`src/rtl/mac_mii_tx_top.sv`:
```
// Ethernet MAC transmit framer onto a 64-bit XGMII-style MII.
// Latches a frame, streams 8 bytes/clock with a byte-parallel CRC-32.
module mac_mii_tx_top #(
  parameter int PAYLOAD_MAX_SIZE = 1500,
  parameter int PAYLOAD_LENGTH   = 32
) (
  input  logic        clk,
  input  logic        i_rst_n,
  input  logic        i_start,
  input  logic [47:0] i_dest_address,
  input  logic [47:0] i_src_address,
  input  logic [15:0] i_eth_type,
  input  logic [15:0] i_payload_length,
  input  logic [7:0]  i_payload [PAYLOAD_LENGTH],
  input  logic [7:0]  i_interrupt,
  output logic        o_txValid,
  output logic [63:0] o_mii_data,
  output logic [7:0]  o_mii_valid
);

  localparam int LEN_CAP =
    (PAYLOAD_LENGTH < PAYLOAD_MAX_SIZE) ? PAYLOAD_LENGTH : PAYLOAD_MAX_SIZE;
  localparam int BUF_LEN = 14 + ((LEN_CAP > 46) ? LEN_CAP : 46);
  localparam int AW      = $clog2(BUF_LEN);
  localparam int DEPTH   = 1 << AW;
  localparam logic [15:0] CAP16   = 16'(LEN_CAP);
  localparam logic [63:0] IDLE_COL = {8{8'h07}};
  localparam logic [63:0] SOF_COL  = 64'hD5555555555555FB;
  localparam logic [63:0] TERM_COL = {{7{8'h07}}, 8'hFD};

  typedef enum logic [2:0] {IDLE, SOF, DATA, TERM, IPG} state_t;

  state_t      state;
  logic [7:0]  frame [DEPTH];
  logic [7:0]  lat   [DEPTH];
  logic [15:0] pos, data_end, len, end_next, lp;
  logic [31:0] crc, crc_next, fcs;
  logic [63:0] col_data;
  logic [7:0]  col_ctrl;
  logic [1:0]  off;
  logic        abort, fcs_inv, gap, take, col_term, pad;
  logic        unused_bits;

  assign unused_bits = ^i_interrupt[7:3];

  assign len = (i_payload_length > CAP16) ? CAP16 : i_payload_length;
  assign pad = (len < 16'd46) && !i_interrupt[0];
  assign end_next = 16'd14 + (pad ? 16'd46 : len);
  assign take = i_start && (state == IDLE || (state == IPG && gap));

  // Header + payload image; bytes past len read as zero, which is the pad.
  for (genvar g = 0; g < DEPTH; g++) begin : g_lat
    if (g < 6) begin : g_d
      assign lat[g] = i_dest_address[47-8*g -: 8];
    end else if (g < 12) begin : g_s
      assign lat[g] = i_src_address[47-8*(g-6) -: 8];
    end else if (g < 14) begin : g_t
      assign lat[g] = i_eth_type[15-8*(g-12) -: 8];
    end else if (g - 14 < PAYLOAD_LENGTH) begin : g_p
      assign lat[g] = (16'(g - 14) < len) ? i_payload[g-14] : 8'h00;
    end else begin : g_z
      assign lat[g] = 8'h00;
    end
  end

  function automatic logic [31:0] crc_byte(input logic [31:0] c,
                                           input logic [7:0] b);
    logic [31:0] r;
    r = c ^ {24'h0, b};
    for (int k = 0; k < 8; k++)
      r = r[0] ? ((r >> 1) ^ 32'hEDB88320) : (r >> 1);
    return r;
  endfunction

  // FCS lanes use crc_next so a column may hold the last data and the FCS.
  always_comb begin
    crc_next = crc;
    col_data = IDLE_COL;
    col_ctrl = 8'hFF;
    col_term = 1'b0;
    lp       = pos;
    off      = 2'd0;
    fcs      = 32'h0;
    for (int l = 0; l < 8; l++) begin
      lp = pos + 16'(l);
      if (!abort && lp < data_end)
        crc_next = crc_byte(crc_next, frame[lp[AW-1:0]]);
    end
    fcs = fcs_inv ? crc_next : ~crc_next;
    for (int l = 0; l < 8; l++) begin
      lp  = pos + 16'(l);
      off = 2'(lp - data_end);
      if (abort) begin
        if (lp < 16'd14) begin
          col_data[8*l +: 8] = frame[lp[AW-1:0]];
          col_ctrl[l] = 1'b0;
        end else begin
          col_data[8*l +: 8] = 8'hFE;
        end
      end else if (lp < data_end) begin
        col_data[8*l +: 8] = frame[lp[AW-1:0]];
        col_ctrl[l] = 1'b0;
      end else if (lp < data_end + 16'd4) begin
        col_data[8*l +: 8] = fcs[{off, 3'b000} +: 8];
        col_ctrl[l] = 1'b0;
      end else if (lp == data_end + 16'd4) begin
        col_data[8*l +: 8] = 8'hFD;
        col_term = 1'b1;
      end
    end
  end

  always_ff @(posedge clk or negedge i_rst_n) begin
    if (!i_rst_n) begin
      for (int i = 0; i < DEPTH; i++) frame[i] <= 8'h00;
    end else if (take) begin
      frame <= lat;
    end
  end

  always_ff @(posedge clk or negedge i_rst_n) begin
    if (!i_rst_n) begin
      state       <= IDLE;
      o_mii_data  <= IDLE_COL;
      o_mii_valid <= 8'hFF;
      o_txValid   <= 1'b0;
      pos         <= 16'd0;
      crc         <= 32'hFFFFFFFF;
      data_end    <= 16'd0;
      abort       <= 1'b0;
      fcs_inv     <= 1'b0;
      gap         <= 1'b0;
    end else begin
      if (take) begin
        data_end <= end_next;
        abort    <= i_interrupt[1];
        fcs_inv  <= i_interrupt[2];
      end
      unique case (state)
        IDLE: begin
          o_mii_data  <= IDLE_COL;
          o_mii_valid <= 8'hFF;
          o_txValid   <= 1'b0;
          if (take) state <= SOF;
        end
        SOF: begin
          o_mii_data  <= SOF_COL;
          o_mii_valid <= 8'h01;
          o_txValid   <= 1'b1;
          pos         <= 16'd0;
          crc         <= 32'hFFFFFFFF;
          state       <= DATA;
        end
        DATA: begin
          o_mii_data  <= col_data;
          o_mii_valid <= col_ctrl;
          o_txValid   <= 1'b1;
          crc         <= crc_next;
          pos         <= pos + 16'd8;
          gap         <= 1'b0;
          if (abort) begin
            if (pos >= 16'd14) state <= TERM;
          end else if (col_term) begin
            state <= IPG;
          end else if (pos + 16'd8 == data_end + 16'd4) begin
            state <= TERM;
          end
        end
        TERM: begin
          o_mii_data  <= TERM_COL;
          o_mii_valid <= 8'hFF;
          o_txValid   <= 1'b1;
          gap         <= 1'b0;
          state       <= IPG;
        end
        IPG: begin
          o_mii_data  <= IDLE_COL;
          o_mii_valid <= 8'hFF;
          o_txValid   <= 1'b0;
          gap         <= 1'b1;
          if (gap) state <= take ? SOF : IDLE;
        end
        default: state <= IDLE;
      endcase
    end
  end

endmodule

```
`config.mk`:
```
export PLATFORM = sky130hd
export DESIGN_NAME = mac_mii_tx_top
export DESIGN_NICKNAME = d
export VERILOG_FILES = /design/src/rtl/mac_mii_tx_top.sv
export SDC_FILE = /design/constraint.sdc
export NUM_CORES = 2
export LEC_CHECK = 0
export CAP_MARGIN = 20
export CORE_MARGIN = 2
export CORE_UTILIZATION = 38
export DETAILED_ROUTE_END_ITERATION = 12
export PLACE_DENSITY_LB_ADDON = 0.15
export SLEW_MARGIN = 10
export SYNTH_ARGS = -nofsm -noshare
export SYNTH_HDL_FRONTEND = slang
export SYNTH_SLANG_ARGS = --single-unit
export TNS_END_PERCENT = 1
```
`constraint.sdc`:
```
create_clock -name clk -period 22.1 [get_ports clk]
set_clock_uncertainty 0.15 [all_clocks]
set_input_delay 3.315 -clock clk [delete_from_list [all_inputs] [get_ports clk]]
set_output_delay 3.315 -clock clk [all_outputs]
set_load 0.1 [all_outputs]
```
==> results by group <==
STA
  – Setup_tns: 0 ps
  – Fin crit period: 16420 ps
  – Max Fclk: 0.0609 GHz
  – RSZ-0062 raised after global routing: no
  – Slew Viols, Final: 0
  – Hold Vio Cnt, Final: 0
  – Fin crit share: 0.743
  – Worst Tran Pin Value: 1330 ps
  – Worst Setup Slack, final: 5680 ps
  – Relative slew margins: 0.114
  – Final setup viols: 0

Clocking
  – Cts repair resizes: 0
  – Hold bufs inserted after CTS: 0
  – Max H-tree Level: 2
  – TritonCTS Buffers: 58
  – Skew-Pair Late Insertion Delay: 680 ps
  – TritonCTS Sinks: 508
  – Clock transition at path regs: 60 ps
  – Post-CTS Setup Inserts: 0
  – TritonCTS clock tree: done
  – Clock tree buffer depth: 3
  – Root buf cell: clkbuf_16

Drt
  – # DRC: 0
  – 1st-iter DRT viols: 4048
  – WL final: 179000 µm
  – Wire per inst: 28.6 µm
  – DR pass1 iterations: 6
  – ANT nets after route: 0
  – Via/cell ratio: 5.96
  – Vias: 37300

Placement
  – HPWL Detailed: 138000 µm
  – GPL Wtd Cong: 0.997
  – Port bufs: 462
  – Pre-CTS setup slack: 6100 ps

Logic synthesis
  – Post-synth EDFFs: 0
  – Synth top area share: 0.273
  – Synth async-reset ratio: 1.00
  – #FFs+latches synth: 508
  – Synth unique cells: 120
  – Avg Cell Area, Syn: 9.10 µm²
  – Synthesis warning total: 0
  – Yosys top cell by area: dfrtp_1
  – Top cells by instance count after synthesis: nand2_1 (642), dfrtp_1 (444), xnor2_1 (334)
  – Mapped Cells: 4477
  – Ranking of synthesized cells by area: dfrtp_1 (27%), xnor2_1 (7.2%), nand2_1 (5.9%)
  – Syn nets: 4962
  – Post-Syn Area: 0.0407 mm²
  – Ys flop type: dfrtp_1
  – Most common cell in the netlist: nand2_1
  – Seq/Total Area, Yosys: 0.314

Final layout
  – Nets@finish: 5290
  – Footprint of the multi-input gates: 0.0266 mm²
  – Fraction of layout cells with a size suffix above 1: 0.102
  – FF+latch area: 0.0128 mm²
  – Syn-to-layout area delta: 19.8%
  – Fillers: 10400

GRT
  – Largest net degree at the start of global routing: 216
  – First-pass GRT wire length: 257000 µm
  – GRT Total Usage: 0.316
  – Via count of the first global-routing pass: 36200
  – Congestion Overflow GR: 0
  – Antenna violations before repair: 19

Worst setup path
  – Worst-path fanout max: 39
  – Startpoint Class: flop
  – Critical path class: flop to flop
  – Critical path origin: pos[4]
  – CP max stage delay: 840 ps
  – Reg2reg setup slack: 5680 ps
  – Worst Setup End Kind: flop
  – Reg2reg end: o_mii_data[55]
  – Crit-path most repeated cell: xnor3_1
  – Slowest-stage cell, CP: nor2_1
  – Req. time, crit path: 22440 ps
  – Worst-case reg-to-reg path depth: 35
  – CP endpoint: o_mii_data[55]
  – Worst R2R Start: pos[4]
  – Crit path DAT: 16770 ps

Hold path
  – Hold Path Class: flop to flop
  – Hold Path Cell Cnt: 2

Flow run
  – Max-Cap Viols: 0

Status
  – Status: finished, final reports clean

Die
  – Chip Width: 331 µm
  – Core Region: 0.107 mm²
  – Die area: 0.110 mm²
  – Die Y: 331 µm
  – Initial Util: 0.382
  – Cell Rows: 120
  – IO Count: 468
[stage by stage]
stage / utilization / std cells / hold slack [ps] / area, µm²
after floorplan: - / 4477 / 284 / 40700
after global placement: 0.438 / 6141 / 297 / 46800
after detailed placement: 0.439 / 6142 / 305 / 46800
after CTS: 0.456 / 6249 / 318 / 48700
after global routing: 0.457 / 6258 / 337 / 48800
final: 0.457 / 6262 / 320 / 48800
[registers in the layout (all words and copies together), names as in the netlist]
| register | count |
|---|---|
| fcs_inv | 1 |
| gap | 1 |
| o_txValid | 1 |
| state | 3 |
| crc | 32 |
| abort | 1 |
| data_end | 16 |
| frame | 368 |
| pos | 13 |
| o_mii_data | 64 |
| o_mii_valid | 8 |
[worst max-delay path, delay by kind of cell (launching register included)]
kind	cells	cell delay, ps
AO/OA/AOI/OAI	16	6980
XOR/XNOR	10	4470
flip-flops	1	770
buffers and inverters	2	810
AND/OR/NAND/NOR	6	2620
multiplexers	1	380
[layer usage]
layer / up-vias / track usage / wire, µm
met5: - / 0 / 180
met4: 26 / 0.108 / 6870
met2: 1596 / 0.482 / 78100
li1: 16900 / - / -
met1: 18500 / 0.438 / 77300
met3: 293 / 0.0727 / 16400
[placed cells by master (no fill, tap or decap), types with 63 or more instances in the layout]
cell type and instances:
nand2_1 642, clkdlybuf4s50_1 449, dfrtp_1 441, xnor2_1 334, a21oi_1 325, nor2_1 321, a22o_1 233, o21ai_0 206
mux2i_1 187, buf_4 114, xor2_1 106, ha_1 89, xnor3_1 87, nand3_1 85, nor3_1 75, dfstp_2 64
a211oi_1 63
[cell families (layout without fill, tap and decap cells)]
| group | Yosys count | in the layout | share of synthesized area |
|---|---|---|---|
| AND/OR/NAND/NOR | 1410 | 1410 | 0.156 |
| XOR/XNOR | 577 | 577 | 0.167 |
| multiplexers | 287 | 287 | 0.0875 |
| AO/OA/AOI/OAI | 1239 | 1239 | 0.212 |
| flip-flops | 508 | 508 | 0.314 |
| adder cells (fa/ha/maj) | 90 | 90 | 0.0278 |
| other | 0 | 7 | 0 |
| buffers and inverters | 366 | 741 | 0.0352 |
[area by class of cell]
cell class / count / area share
clock buffers: 88 / 0.0347
clock inverters: 19 / 0.00454
multi-input cells: 3603 / 0.545
flip-flops and latches: 508 / 0.262
repair buffers: 570 / 0.112
diodes: 7 / 0.000359
inverters: 64 / 0.00492
well taps: 1403 / 0.0360
[how the worst min path moves through the flow]
| stage | startpoint | to | slack (ps) |
|---|---|---|---|
| floorplan | frame[272] | frame[272] | 280 |
| global placement | frame[275] | frame[275] | 300 |
| detailed placement | frame[279] | frame[279] | 300 |
| CTS | frame[279] | frame[279] | 320 |
| global route | frame[441] | frame[441] | 340 |
| finish | frame[279] | frame[279] | 320 |
Power is left out: the tool's default activity adds up to more than one toggle a clock period on the data nets, which glitch-free logic cannot reach.
